<file path="src/rtl/bricks_pkg.sv">
// -----------------------------------------------------------------------------
// bricks_pkg
// Shared types and constants for the Bricks game-flow controller.
//   state_t      : controller state encoding (the code is visible on the state port)
//   ROW_MISS     : ball row value meaning the ball left the field
//   BRICK_COUNT  : width of the brick map
//   step_period(): ball step period for a given level
// -----------------------------------------------------------------------------
package bricks_pkg;

  typedef enum logic [2:0] {
    IDLE        = 3'd0,
    SERVE       = 3'd1,
    PLAY        = 3'd2,
    PAUSE       = 3'd3,
    MISS        = 3'd4,
    LEVEL_CLEAR = 3'd5,
    GAME_OVER   = 3'd6
  } state_t;

  localparam logic [3:0] ROW_MISS    = 4'd15;
  localparam int         BRICK_COUNT = 56;

  // period = max(base_div - (level-1)*div_dec, min_div).
  // The reduction is compared against base_div first so the subtraction can
  // never wrap around; a level of 0 is treated like level 1.
  function automatic logic [31:0] step_period(
    input logic [31:0] base_div,
    input logic [31:0] div_dec,
    input logic [31:0] min_div,
    input logic [2:0]  level
  );
    logic [31:0] reduction;
    reduction = (level == 3'd0) ? 32'd0 : (32'(level) - 32'd1) * div_dec;
    if (reduction >= base_div) begin
      return min_div;
    end
    if ((base_div - reduction) < min_div) begin
      return min_div;
    end
    return base_div - reduction;
  endfunction

endpackage

</file>
<file path="src/rtl/bricks_game_ctrl_if.sv">
// -----------------------------------------------------------------------------
// bricks_game_ctrl_if
// Bundle between the game-flow controller and its surroundings (buttons,
// ball/paddle/score datapath).
//   start, pause      : push-button levels
//   bricks            : current brick map, all-zero when the level is cleared
//   ball_row_index    : ball row, ROW_MISS when the ball was lost
//   step_tick         : one-cycle enable advancing ball/score logic
//   ball_reset        : holds the ball at its serve position
//   brick_reload      : one-cycle brick map refill pulse
//   score_clear       : one-cycle score clear pulse
//   lives, level      : game progress
//   state             : controller state code
//   game_over, won    : end-of-game flags
// master = controller side, slave = buttons/datapath side.
// -----------------------------------------------------------------------------
interface bricks_game_ctrl_if;

  logic                               start;
  logic                               pause;
  logic [bricks_pkg::BRICK_COUNT-1:0] bricks;
  logic [3:0]                         ball_row_index;

  logic       step_tick;
  logic       ball_reset;
  logic       brick_reload;
  logic       score_clear;
  logic [1:0] lives;
  logic [2:0] level;
  logic [2:0] state;
  logic       game_over;
  logic       won;

  modport master (
    input  start, pause, bricks, ball_row_index,
    output step_tick, ball_reset, brick_reload, score_clear,
           lives, level, state, game_over, won
  );

  modport slave (
    output start, pause, bricks, ball_row_index,
    input  step_tick, ball_reset, brick_reload, score_clear,
           lives, level, state, game_over, won
  );

endinterface

</file>
<file path="src/rtl/tick_divider.sv">
// -----------------------------------------------------------------------------
// tick_divider
// Programmable step divider. cnt runs 0..period-1 while en is high and wraps.
//   clock, reset : system clock, asynchronous active-low reset
//   period       : divide ratio in clock cycles (>= 1)
//   en           : count enable; when low the count is frozen
//   clr          : synchronous clear, wins over en
//   wrap         : high in the cycle where cnt is the last count of a period
//                  and counting is enabled
// wrap is deliberately independent of clr: the controller derives clr from its
// next state, which itself depends on wrap.
// -----------------------------------------------------------------------------
module tick_divider (
  input  logic        clock,
  input  logic        reset,
  input  logic [31:0] period,
  input  logic        en,
  input  logic        clr,
  output logic        wrap
);

  logic [31:0] cnt;

  // >= rather than == so a period that shrinks mid-count still wraps.
  assign wrap = en && (cnt >= (period - 32'd1));

  // NOTE: clocked state uses non-blocking assignments so every register
  // samples the pre-edge values; blocking here would create order-dependent
  // simulation and mismatch against synthesis.
  always_ff @(posedge clock or negedge reset) begin
    if (!reset) begin
      cnt <= '0;
    end else if (clr) begin
      cnt <= '0;
    end else if (en) begin
      cnt <= wrap ? 32'd0 : cnt + 32'd1;
    end
  end

endmodule

</file>
<file path="src/rtl/bricks_game_ctrl.sv">
// -----------------------------------------------------------------------------
// bricks_game_ctrl
// Game-flow controller for Bricks. Generates the ball step enable from the
// system clock, pulses brick reload / score clear, tracks lives and level and
// detects miss, level clear and game over.
//   clock, reset : system clock, asynchronous active-low reset
//   bus          : bricks_game_ctrl_if.master (buttons, datapath status,
//                  step/reset/reload/clear controls, game status)
// Parameters: BASE_DIV, DIV_DEC, MIN_DIV set the step period per level;
// SERVE_HOLD is the number of step periods spent in SERVE; LIVES and
// MAX_LEVEL size the game.
// -----------------------------------------------------------------------------
module bricks_game_ctrl
  import bricks_pkg::*;
#(
  parameter int unsigned BASE_DIV   = 25_000_000,
  parameter int unsigned DIV_DEC    = 2_500_000,
  parameter int unsigned MIN_DIV    = 5_000_000,
  parameter int unsigned SERVE_HOLD = 4,
  parameter int unsigned LIVES      = 3,
  parameter int unsigned MAX_LEVEL  = 7
) (
  input logic                clock,
  input logic                reset,
  bricks_game_ctrl_if.master bus
);

  state_t      state;
  state_t      state_next;

  logic        start_q;
  logic        pause_q;
  logic        start_edge;
  logic        pause_edge;

  logic [1:0]  lives;
  logic [2:0]  level;
  logic [31:0] serve_cnt;
  logic [31:0] period;

  logic        div_en;
  logic        div_clr;
  logic        wrap;
  logic        serve_done;

  logic        step_tick;
  logic        brick_reload;
  logic        score_clear;
  logic        won;
  logic        ball_reset;
  logic        game_over;

  // Rising-edge detection on the buttons; a held button yields one edge.
  assign start_edge = bus.start & ~start_q;
  assign pause_edge = bus.pause & ~pause_q;

  // Period follows the level register, so a new level takes effect from the
  // first SERVE cycle after the level clear.
  assign period = step_period(BASE_DIV, DIV_DEC, MIN_DIV, level);

  // The last wrap of the serve hold moves straight to PLAY, so SERVE lasts
  // exactly SERVE_HOLD full periods.
  assign serve_done = (state == SERVE) && wrap && (serve_cnt == (SERVE_HOLD - 1));

  tick_divider u_tick_divider (
    .clock  (clock),
    .reset  (reset),
    .period (period),
    .en     (div_en),
    .clr    (div_clr),
    .wrap   (wrap)
  );

  // ---------------------------------------------------------------------------
  // State register
  // ---------------------------------------------------------------------------
  always_ff @(posedge clock or negedge reset) begin
    if (!reset) begin
      state <= IDLE;
    end else begin
      state <= state_next;
    end
  end

  // ---------------------------------------------------------------------------
  // Next state and combinational controls. Edges arriving where they have no
  // transition simply fall through and are lost.
  // ---------------------------------------------------------------------------
  always_comb begin
    // NOTE: every signal written here gets a default before any branch;
    // a path that leaves one unassigned would infer a latch.
    state_next = state;
    div_en     = 1'b0;
    div_clr    = 1'b0;
    ball_reset = 1'b1;
    game_over  = 1'b0;

    unique case (state)
      IDLE: begin
        if (start_edge) state_next = SERVE;
      end
      SERVE: begin
        if (serve_done) state_next = PLAY;
      end
      PLAY: begin
        // Level clear outranks a simultaneous miss; pause is lowest.
        if (bus.bricks == '0) begin
          state_next = LEVEL_CLEAR;
        end else if (bus.ball_row_index == ROW_MISS) begin
          state_next = MISS;
        end else if (pause_edge) begin
          state_next = PAUSE;
        end
      end
      PAUSE: begin
        if (pause_edge) state_next = PLAY;
      end
      MISS: begin
        state_next = (lives == 2'd0) ? GAME_OVER : SERVE;
      end
      LEVEL_CLEAR: begin
        state_next = (level == 3'(MAX_LEVEL)) ? GAME_OVER : SERVE;
      end
      GAME_OVER: begin
        if (start_edge) state_next = IDLE;
      end
      default: begin
        state_next = IDLE;
      end
    endcase

    div_en     = (state == SERVE) || (state == PLAY);
    ball_reset = !((state == PLAY) || (state == PAUSE));
    game_over  = (state == GAME_OVER);

    // Every state change restarts the step period, except the PLAY<->PAUSE
    // round trip which must resume mid-period.
    div_clr = (state_next != state) &&
              !((state == PLAY)  && (state_next == PAUSE)) &&
              !((state == PAUSE) && (state_next == PLAY));
  end

  // ---------------------------------------------------------------------------
  // Edge registers, counters, registered pulses and flags
  // ---------------------------------------------------------------------------
  always_ff @(posedge clock or negedge reset) begin
    if (!reset) begin
      start_q      <= 1'b0;
      pause_q      <= 1'b0;
      lives        <= 2'(LIVES);
      level        <= 3'd1;
      serve_cnt    <= '0;
      step_tick    <= 1'b0;
      brick_reload <= 1'b0;
      score_clear  <= 1'b0;
      won          <= 1'b0;
    end else begin
      start_q <= bus.start;
      pause_q <= bus.pause;

      // Tick only when the period completes and PLAY is not being left.
      step_tick    <= (state == PLAY) && (state_next == PLAY) && wrap;
      // Pulses land in the first SERVE cycle.
      brick_reload <= (state_next == SERVE) &&
                      ((state == IDLE) || (state == LEVEL_CLEAR));
      score_clear  <= (state == IDLE) && (state_next == SERVE);

      if ((state != SERVE) || serve_done) begin
        serve_cnt <= '0;
      end else if (wrap) begin
        serve_cnt <= serve_cnt + 32'd1;
      end

      if ((state == GAME_OVER) && (state_next == IDLE)) begin
        lives <= 2'(LIVES);
        level <= 3'd1;
      end else if ((state == PLAY) && (state_next == MISS)) begin
        lives <= lives - 2'd1;
      end else if ((state == LEVEL_CLEAR) && (state_next == SERVE)) begin
        level <= level + 3'd1;
      end

      if ((state == LEVEL_CLEAR) && (state_next == GAME_OVER)) begin
        won <= 1'b1;
      end else if ((state == GAME_OVER) && (state_next != GAME_OVER)) begin
        won <= 1'b0;
      end
    end
  end

  assign bus.step_tick    = step_tick;
  assign bus.ball_reset   = ball_reset;
  assign bus.brick_reload = brick_reload;
  assign bus.score_clear  = score_clear;
  assign bus.lives        = lives;
  assign bus.level        = level;
  assign bus.state        = state;
  assign bus.game_over    = game_over;
  assign bus.won          = won;

endmodule

</file>
<file path="src/flat_wrapper.sv">
// flat-port wrapper written by rule: the top's interface ports become plain ports
module bricks_game_ctrl_flat import bricks_pkg::*;
#(
  parameter int unsigned BASE_DIV   = 25_000_000,
  parameter int unsigned DIV_DEC    = 2_500_000,
  parameter int unsigned MIN_DIV    = 5_000_000,
  parameter int unsigned SERVE_HOLD = 4,
  parameter int unsigned LIVES      = 3,
  parameter int unsigned MAX_LEVEL  = 7
)
  (clock, reset, bus_start, bus_pause, bus_bricks, bus_ball_row_index, bus_step_tick, bus_ball_reset, bus_brick_reload, bus_score_clear, bus_lives, bus_level, bus_state, bus_game_over, bus_won);
  bricks_game_ctrl_if bus_i ();
  input logic clock;
  input logic reset;
  input wire logic [$bits(bus_i.start)-1:0] bus_start;
  input wire logic [$bits(bus_i.pause)-1:0] bus_pause;
  input wire logic [$bits(bus_i.bricks)-1:0] bus_bricks;
  input wire logic [$bits(bus_i.ball_row_index)-1:0] bus_ball_row_index;
  output wire logic [$bits(bus_i.step_tick)-1:0] bus_step_tick;
  output wire logic [$bits(bus_i.ball_reset)-1:0] bus_ball_reset;
  output wire logic [$bits(bus_i.brick_reload)-1:0] bus_brick_reload;
  output wire logic [$bits(bus_i.score_clear)-1:0] bus_score_clear;
  output wire logic [$bits(bus_i.lives)-1:0] bus_lives;
  output wire logic [$bits(bus_i.level)-1:0] bus_level;
  output wire logic [$bits(bus_i.state)-1:0] bus_state;
  output wire logic [$bits(bus_i.game_over)-1:0] bus_game_over;
  output wire logic [$bits(bus_i.won)-1:0] bus_won;
  assign bus_i.start = bus_start;
  assign bus_i.pause = bus_pause;
  assign bus_i.bricks = bus_bricks;
  assign bus_i.ball_row_index = bus_ball_row_index;
  assign bus_step_tick = bus_i.step_tick;
  assign bus_ball_reset = bus_i.ball_reset;
  assign bus_brick_reload = bus_i.brick_reload;
  assign bus_score_clear = bus_i.score_clear;
  assign bus_lives = bus_i.lives;
  assign bus_level = bus_i.level;
  assign bus_state = bus_i.state;
  assign bus_game_over = bus_i.game_over;
  assign bus_won = bus_i.won;
  bricks_game_ctrl #(.BASE_DIV(BASE_DIV), .DIV_DEC(DIV_DEC), .MIN_DIV(MIN_DIV), .SERVE_HOLD(SERVE_HOLD), .LIVES(LIVES), .MAX_LEVEL(MAX_LEVEL)) u_core (.clock(clock), .reset(reset), .bus(bus_i));
endmodule
</file>
<file path="config.mk">
export PLATFORM = sky130hd
export DESIGN_NAME = bricks_game_ctrl_flat
export DESIGN_NICKNAME = d
export VERILOG_FILES = /design/src/rtl/bricks_pkg.sv /design/src/rtl/bricks_game_ctrl_if.sv /design/src/rtl/tick_divider.sv /design/src/rtl/bricks_game_ctrl.sv /design/src/flat_wrapper.sv
export SDC_FILE = /design/constraint.sdc
export NUM_CORES = 1
export LEC_CHECK = 0
export ABC_AREA = 1
export BUFFER_PORTS_ARGS = -buffer_cell sky130_fd_sc_hd__buf_4
export CAP_MARGIN = 20
export CORE_UTILIZATION = 40
export DETAILED_ROUTE_END_ITERATION = 7
export GPL_TIMING_DRIVEN = 0
export SLEW_MARGIN = 25
export SYNTH_ARGS = -nofsm -noshare
export SYNTH_HDL_FRONTEND = slang
export SYNTH_SLANG_ARGS = --single-unit
</file>
<file path="constraint.sdc">
create_clock -name clock -period 13.1 [get_ports clock]
set_input_delay 0.655 -clock clock [delete_from_list [all_inputs] [get_ports clock]]
set_output_delay 0.655 -clock clock [all_outputs]
set_load 0.005 [all_outputs]
</file>
Yosys cells after proc, flatten, opt, wreduce, memory -nomap -nowiden
Index checks and enable logic that the tools add are counted.
{"block": "totals", "ff_bits": 78, "in_bits": 64, "output_inout_bits": 14, "elab_cells": 108}
{"block": "classes", "add_sub_neg": 7, "n_mul": 1, "magnitude_cmp": 3, "eq_ne": 18, "n_mux": 30, "bitwise": 4, "n_reduce_logical": 34}
{"op": "$mux 32", "n": 10}
{"op": "$add 32x1->32 const B", "n": 2}
{"op": "$logic_not 56->1", "n": 1}
{"op": "$mux 3", "n": 12}
{"op": "$eq 32x2->1 const B", "n": 1}
{"op": "$ge 32x25->1 const B", "n": 1}
{"op": "$ge 32x32->1", "n": 1}
{"op": "$lt 32x23->1 const B", "n": 1}
{"op": "$mul 32x17->27 const B", "n": 1}
{"op": "$sub 25x32->32 const A", "n": 1}
{"op": "$sub 32x1->32 const B", "n": 1}
{"op": "$pmux 3 s7", "n": 1}
{"op": "$eq 3x3->1 const B", "n": 6}
{"op": "$logic_and 1x1->1", "n": 16}
{"op": "$eq 3x2->1 const B", "n": 4}
{"op": "$reduce_bool 2->1", "n": 5}
{"op": "$logic_not 3->1", "n": 3}
{"op": "$eq 3x1->1 const B", "n": 2}
{"op": "$mux 1", "n": 5}
{"op": "$eq 4x4->1 const B", "n": 1}
{"op": "$logic_or 1x1->1", "n": 4}
{"op": "$mux 2", "n": 2}
{"op": "$sub 3x1->4 const B", "n": 1}
{"op": "$add 3x1->3 const B", "n": 1}
{"op": "other kinds (10)", "n": 14}

Longest topological paths before layout
Gate-level depths: netlist of the first run.
{"block": "logic_depth", "ltp_word": 22, "depth_mapped": 56, "depth_no_buf": 53}

Modules after synthesis
Synthesis of the first run repeated with hierarchy kept, for this count alone.
{"block": "unflattened", "cells_unflattened": 1511, "hier_area_um2": 9564.2}
{"module": "bricks_game_ctrl", "instances": 1, "cells_each": 897, "area_per_inst_um2": 5790.6, "seq_area_each_um2": 1154.9}
{"module": "tick_divider", "instances": 1, "cells_each": 614, "area_per_inst_um2": 3773.6, "seq_area_each_um2": 800.8}

Worst setup path after synthesis of the first run
OpenSTA, ideal clock, no wires.
{"block": "synth_timing", "path_kind": "register to register", "from": "reg u_core.level[0], in the netlist u_core.bus.level[0]", "to": "reg u_core.u_tick_divider.cnt[12]", "setup_ps": 131, "arrival_time_ps": 7763, "t_required_ps": 12969, "setup_slack_ps": 5206, "stages_incl_launch_ff": 50, "n_path_buf": 3, "synth_period_minus_slack_ps": 7894, "cell_sequence": "dfstp_2 buf_2 inv_1 ha_1 xor2_1 ha_1 inv_1 ha_1 inv_1 ha_1 fa_1 fa_1 ha_1 ha_1 a21oi_2 inv_1 a21oi_1 nand3_1 [... 14 more ...] nand2_1 ha_1 a21oi_1 o21ai_0 a21o_1 a31oi_1 o21ai_1 nand3_1 nand2_2 nand2_2 inv_2 nand2_2 nand2_4 nand2_2 nand2_1 nand2_1 buf_2 a22oi_1"}
{"block": "synth_via", "elab_chain_cells": 22, "elab_cells_between_ends": 35, "cone_classes": "add/sub: 3; mul: 1; order compare: 3; eq/ne: 4; mux: 13; reduce/logical: 11"}
{"element": "from (decl)", "line_no": "bricks_game_ctrl.sv:37", "source": "logic [2:0] level;"}
{"element": "from (signal assigned)", "line_no": "bricks_game_ctrl.sv:180", "source": "level <= level + 3'd1;"}
{"element": "$sub 3x1->4", "line_no": "bricks_pkg.sv:34", "source": "reduction = (level == 3'd0) ? 32'd0 : (32'(level) - 32'd1) * div_dec;"}
{"element": "$mul 32x17->27", "line_no": "bricks_pkg.sv:34"}
{"element": "$mux 32", "line_no": "bricks_pkg.sv:34"}
{"element": "$sub 25x32->32", "line_no": "bricks_pkg.sv:38, bricks_pkg.sv:41"}
{"element": "$lt 32x23->1", "line_no": "bricks_pkg.sv:38", "source": "if ((base_div - reduction) < min_div) begin"}
{"element": "$mux 1 (2 in a row)", "line_no": "bricks_pkg.sv:38"}
{"element": "$mux 32", "line_no": "bricks_pkg.sv:41", "source": "return base_div - reduction;"}
{"element": "$mux 32", "line_no": "bricks_pkg.sv:38"}
{"element": "[... 6 more ...]"}
{"element": "$pmux 3 s7 *", "line_no": "bricks_game_ctrl.sv:98", "source": "unique case (state)"}
{"element": "net u_core.state_next[0]", "line_no": "bricks_game_ctrl.sv:29", "source": "state_t state_next;"}
{"element": "$eq 3x2->1", "line_no": "bricks_game_ctrl.sv:139", "source": "!((state == PLAY) && (state_next == PAUSE)) &&"}
{"element": "$logic_and 1x1->1", "line_no": "bricks_game_ctrl.sv:139"}
{"element": "$logic_not 1->1", "line_no": "bricks_game_ctrl.sv:139"}
{"element": "$logic_and 1x1->1", "line_no": "bricks_game_ctrl.sv:138", "source": "div_clr = (state_next != state) &&"}
{"element": "$logic_and 1x1->1 *", "line_no": "bricks_game_ctrl.sv:139"}
{"element": "$mux 32 or $reduce_bool 2->1 (tied branches)"}
{"element": "to (signal assigned)", "line_no": "tick_divider.sv:36", "source": "cnt <= wrap ? 32'd0 : cnt + 32'd1;"}
{"element": "to (decl)", "line_no": "tick_divider.sv:22", "source": "logic [31:0] cnt;"}
The timed path passes the listed nets; every way through them passes the cells marked *. The select of a mux whose other input is x is not followed.
A chain may end at the register's enable or synchronous reset.

Final worst setup path of the first run
{"block": "layout_timing", "from": "reg u_core.level[0], in the netlist u_core.bus.level[0]", "to": "reg u_core.u_tick_divider.cnt[14]"}
Same word-level chain as after synthesis.

==> metrics, run 1 <==
number of standard cells in the final layout excluding fillers=1692; unrepaired setup endpoints after global routing=false; number of clock sinks=78; average instance area after synthesis=6.60 µm²; fin worst setup slack=3380 ps; Worst Hold Margin=330 ps; height of the die=150 µm; cts-stage hold buffer count=0; highest net fanout along the worst path=10; critical-path cell with the highest stage delay=sky130_fd_sc_hd__dfstp_2; Static Leak=4.80 nW; net count reported at finish=1569; # diodes=0; clock tree skew after final layout=5.19 ps; largest cells by area after synthesis=sky130_fd_sc_hd__dfrtp_1, sky130_fd_sc_hd__nand2_1, sky130_fd_sc_hd__ha_1, sky130_fd_sc_hd__inv_1, sky130_fd_sc_hd__nor2_1; final count of hold timing violations=0; Port-buffer cells=77; actual slew at the worst max-slew pin=742 ps; I/O pins=78; initial antenna violation count=0; headroom to the max-slew limit=50.5%; number of levels in the clock H-tree=3; routed length per instance=15.0 µm; Worst Path Class, Setup=register to register; clock buffer count from CTS=9; Clock Path Buffers=2; CTS resizes=0; commonest cells after routing, fill and taps aside=sky130_fd_sc_hd__nand2_1, sky130_fd_sc_hd__inv_1, sky130_fd_sc_hd__nor2_1; post-CTS repair timing setup buffer count=0; flop-to-flop setup slack=3380 ps; area share of the leading cell type in the synthesized netlist=21.5%; R2R depth=47; maximum number of pins on one net before global-route repair=79; estimated wirelength of the detail-placed design=20600 µm; GR Util All Layers=23.9%; count of pins over their slew limit=0; Clk Latency, worst-skew pair=350 ps; TritonCTS clock tree=done; kind of start point of the critical path=register; total number of vias=9066; max-cap violations=0; area delta synth->final=14.2%; Seq/Total Area, Yosys=22.4%; launching point of the worst reg2reg path=u_core.bus.level[0]; post-synthesis cell type with the largest combined area=sky130_fd_sc_hd__dfrtp_1; Max stage delay on crit path=620 ps; Synth Register Bits=78; number of design rule violations left after detail routing=0; post-route fraction of the period consumed by the critical path=74.2%; GRT overflow=0; Synthesized Nets=1481; kind of end point of the critical path=register; run status=finished, final reports clean; total die area=22400 µm²; end of the worst register-to-register path=u_core.u_tick_divider.cnt[14]; most frequent standard cell in the layout excluding fill and tap cells=sky130_fd_sc_hd__nand2_1; Rows=53; Initial DRC Count=528; Peak supply drop=171 µV; total core area=21200 µm²; effective utilization at floorplan=41.2%; post-detailed-route via-to-cell ratio=5.36; ratio of cells with drive above 1 in the final layout=11.9%; CTS root buf=sky130_fd_sc_hd__clkbuf_16; routability-driven placement congestion ratio=0.892; iteration count of the initial detailed-routing pass=5; via count of the first global-routing pass=8631; clock-pin slew of the registers on the worst-case setup and hold paths=60 ps; Synth Cell Area=8740 µm²; path type of the worst min-delay path=primary input to async pin; f_max=0.103 GHz; worst slack after detailed placement=3470 ps; remaining antenna violation count after routing=0; overall die width=150 µm; count of endpoints failing setup in the final report=0; post-synth cell types=55; required time worst endpoint=13320 ps; utilization after layout=47.0%; Tmin final=9720 ps; data arrival at the endpoint of the critical path=9940 ps; Cell Pwr Density=228 nW/µm²; final routed wirelength across all metal layers=25400 µm; number of placed cells counting well taps=1676; Setup TNS Final=0 ps; first-pass GRT wire length=42300 µm; number of instances in the synthesized netlist=1324; Ys Warns=0
-- metrics by stage --
stage          power [W]  instance area, µm²
2_1_floorplan    0.00158                8740
3_3_place_gp     0.00197                9660
3_5_place_dp     0.00199                9660
4_1_cts          0.00227                9970
5_1_grt          0.00254                9980
6_report         0.00227                9980
-- state kept, by name (all words and copies together), names as in the netlist --
name	flops
u_core.start_q	1
u_core.bus.brick_reload	1
u_core.bus.won	1
u_core.bus.step_tick	1
u_core.pause_q	1
u_core.bus.state	3
u_core.bus.level	3
u_core.u_tick_divider.cnt	32
u_core.bus.score_clear	1
u_core.serve_cnt	32
u_core.bus.lives	2
-- worst max-delay path, delay by kind of cell (launching register included) --
kind / cells / cell delay [ps]
flip-flops: 1 / 620
AND/OR/NAND/NOR: 23 / 2990
buffers and inverters: 7 / 1150
adder cells (fa/ha/maj): 9 / 3200
XOR/XNOR: 1 / 530
AO/OA/AOI/OAI: 7 / 1060
-- power by group --
part	switching (W)	internal, W
registers	0.0000208	0.000260
logic	0.00113	0.000594
clock network	0.000107	0.000158
total	0.00126	0.00101
-- cells by family after synthesis --
logic type / share of synthesized area [%]
and+or+nand+nor: 38.8
buffers and inverters: 9.33
AOI/OAI and AO/OA: 10.9
adders and majority gates: 14.3
DFF: 22.4
xor gates and xnor gates: 4.31
other: 0.0429
-- worst max-delay path by stage --
stage | startpoint | endpoint | slack (ps) | cells past startpoint
2_1_floorplan | u_core.bus.level[0] | u_core.u_tick_divider.cnt[12] | 5210 | 49
3_3_place_gp | u_core.bus.level[0] | u_core.u_tick_divider.cnt[12] | 3470 | 48
4_1_cts | u_core.bus.level[0] | u_core.u_tick_divider.cnt[14] | 3440 | 48
6_report | u_core.bus.level[0] | u_core.u_tick_divider.cnt[14] | 3380 | 47
5_1_grt | u_core.bus.level[0] | u_core.serve_cnt[8] | 2560 | 47
3_5_place_dp | u_core.bus.level[0] | u_core.u_tick_divider.cnt[14] | 3470 | 48
-- cells in the mapped netlist (all sizes together) --
cell type,instances
a2111oi,1
o22ai,1
clkbuf,10
clkinv,2
nand4,54
nand3,100
xor2,32
a32oi,2
fa,11
xnor2,11
a31oi,1
nor3b,1
o31ai,4
a211oi,2
nor3,40
o21bai,3
buf,14
and3,1
conb,1
a22oi,13
o21a,1
a221oi,1
nor4b,1
nand2,340
or2,1
ha,82
a21o,5
or3,1
a21oi,65
o41ai,1
nand3b,1
dfstp,3
o21ai,61
o221ai,1
nor4,36
a21boi,6
inv,181
nor2,158
dfrtp,75
-- final cells by class --
cell class	instances	area [µm²]
Multi-Input combinational cell	1039	5970
Fill cell	2189	11200
Timing Repair Buffer	77	582
Tap cell	275	344
Clock buffer	11	253
Clock inverter	5	56.3
Buffer	24	129
Inverter	183	687
Sequential cell	78	1960
-- routing by layer --
| metal | vias up | track usage, % | part of all wire (%) |
|---|---|---|---|
| met4 | 0 | 4.49 | 1.3 |
| met2 | 260 | 38.2 | 45 |
| met3 | 30 | 4.85 | 5.9 |
| met5 | - | 0 | 0 |
| li1 | 4595 | - | - |
| met1 | 4181 | 33.2 | 48 |
No activity file was read; power rests on OpenSTA's default activity.
==> inputs of run 2 (changes only) <==
Clock period 13.1 ns to 9.75 ns, I/O delays scaled along.
==> metrics, run 2 (synthesized netlist as in run 1, its figures left out) <==
Tot Pwr=0.00309 W; number of design rule violations left after detail routing=0; Worst Hold Margin=167 ps; estimated wirelength of the detail-placed design=20600 µm; Critical Path Most Common Cell=sky130_fd_sc_hd__ha_1; switching part of the total power=55.2%; first-pass GRT wire length=42300 µm; number of levels in the clock H-tree=3; max-cap violations=0; Cell Pwr Density=307 nW/µm²; area delta synth->final=15.1%; final standard cell area without fillers=10100 µm²; run status=finished, final reports clean; # diodes=0; reported net switching power=0.00171 W; post-route fraction of the period consumed by the critical path=92.5%; share of total power in combinational logic=76.2%; end of the worst register-to-register path=u_core.u_tick_divider.cnt[14]; routability-driven placement congestion ratio=0.892; most frequent standard cell in the layout excluding fill and tap cells=sky130_fd_sc_hd__nand2_1; height of the die=150 µm; effective utilization at floorplan=41.2%; clock-pin slew of the registers on the worst-case setup and hold paths=60 ps; Setup TNS Final=0 ps; required time worst endpoint=10020 ps; part of the total power dissipated in the clock network=11.5%; count of endpoints failing setup in the final report=0; total core area=21200 µm²; critical-path cell with the highest stage delay=sky130_fd_sc_hd__dfstp_2; Port-buffer cells=77; Rows=53; CTS root buf=sky130_fd_sc_hd__clkbuf_16; final routed wirelength across all metal layers=25300 µm; number of fill cells in the layout=2188; Clk Latency, worst-skew pair=350 ps; headroom to the max-slew limit=50.4%; commonest cells after routing, fill and taps aside=sky130_fd_sc_hd__nand2_1, sky130_fd_sc_hd__inv_1, sky130_fd_sc_hd__nor2_1; kind of end point of the critical path=register; Static Leak=4.82 nW; net count reported at finish=1572; actual slew at the worst max-slew pin=744 ps; Initial DRC Count=504; cts-stage hold buffer count=0; data arrival at the endpoint of the critical path=9290 ps; maximum number of pins on one net before global-route repair=79; via count of the first global-routing pass=8631; internal power contribution=0.00138 W; Clock Path Buffers=2; iteration count of the initial detailed-routing pass=5; kind of start point of the critical path=register; Max stage delay on crit path=620 ps; highest net fanout along the worst path=10; I/O pins=78; Tmin final=9020 ps; clock buffer count from CTS=9; Peak supply drop=241 µV; GRT overflow=0; launching point of the worst reg2reg path=u_core.bus.level[0]; routed length per instance=14.9 µm; GR Util All Layers=23.9%; number of clock sinks=78; largest registers=u_core.serve_cnt (32), u_core.u_tick_divider.cnt (32); final count of hold timing violations=0; overall die width=150 µm; path type of the worst min-delay path=primary input to async pin; Worst Path Class, Setup=register to register; post-detailed-route via-to-cell ratio=5.32; R2R depth=45; part of the power in registers=12.3%; flop-to-flop setup slack=730 ps; utilization after layout=47.4%; TritonCTS clock tree=done; total number of vias=9015; unrepaired setup endpoints after global routing=false; ratio of cells with drive above 1 in the final layout=12.5%; f_max=0.111 GHz; total die area=22400 µm²; cell area after placement=9660 µm²; remaining antenna violation count after routing=0; initial antenna violation count=0; clock tree skew after final layout=5.26 ps; count of pins over their slew limit=0
## run 2: cell count changes in the layout (fill, tap and decap cells not counted), sizes merged
cell and delta:
clkbuf +3
## run 2: worst max-delay path by stage
stage | startpoint | end | slack, ps | cells past startpoint
floorplan | u_core.bus.level[0] | u_core.u_tick_divider.cnt[12] | 1860 | 49
global placement | u_core.bus.level[0] | u_core.u_tick_divider.cnt[12] | 120 | 48
detailed placement | u_core.bus.level[0] | u_core.u_tick_divider.cnt[14] | 120 | 48
CTS | u_core.bus.level[0] | u_core.u_tick_divider.cnt[14] | 90 | 48
global route | u_core.bus.level[0] | u_core.u_tick_divider.cnt[18] | 3 | 49
finish | u_core.bus.level[0] | u_core.u_tick_divider.cnt[14] | 730 | 45
## run 2: metal layers
layer	vias to the layer above	wire (µm)	track usage (%)
met2	242	11300	38.2
met1	4147	12300	33.2
met3	28	1430	4.85
met4	0	318	4.49
li1	4598	-	-
met5	-	0	0
## run 2: per-stage QoR
stage          setup slack, ps  instances
3_5_place_dp               116       1676
3_3_place_gp               118       1676
6_report                   727       1695
5_1_grt                   2.84       1695
2_1_floorplan             1860       1324
4_1_cts                   91.6       1692
## run 2: final cells by class
type	count	area [µm²]	area share, %
timing repair buffer	80	604	6.00
buffer	24	136	1.36
clock buffer	11	253	2.51
inverter	183	689	6.85
sequential	78	1960	19.4
multi-input combinational	1039	6030	59.9
clock inverter	5	56.3	0.559
tap	275	344	3.42
## run 2: repair_timing
item / CTS / global route
setup endpoints to repair: 0 / 68
hold endpoints to repair: 0 / 0
buffers inserted: 0 / 3
resized for setup: 0 / 14
## run 2: critical path: cells and delay by family (launching register included)
family | cells | cell delay, ps
buf+inv | 10 | 1460
simple gates | 19 | 2510
compound gates | 6 | 970
xor+xnor | 1 | 150
fa+ha+maj | 9 | 3230
flops | 1 | 620
## run 2: power by group through the flow
stage / clock [W] / combinational [W] / sequential, W
2_1_floorplan: 0 / 0.00175 / 0.000376
3_3_place_gp: 0 / 0.00227 / 0.000381
3_5_place_dp: 0 / 0.00230 / 0.000381
4_1_cts: 0.000363 / 0.00231 / 0.000376
5_1_grt: 0.000379 / 0.00269 / 0.000383
6_report: 0.000356 / 0.00236 / 0.000380
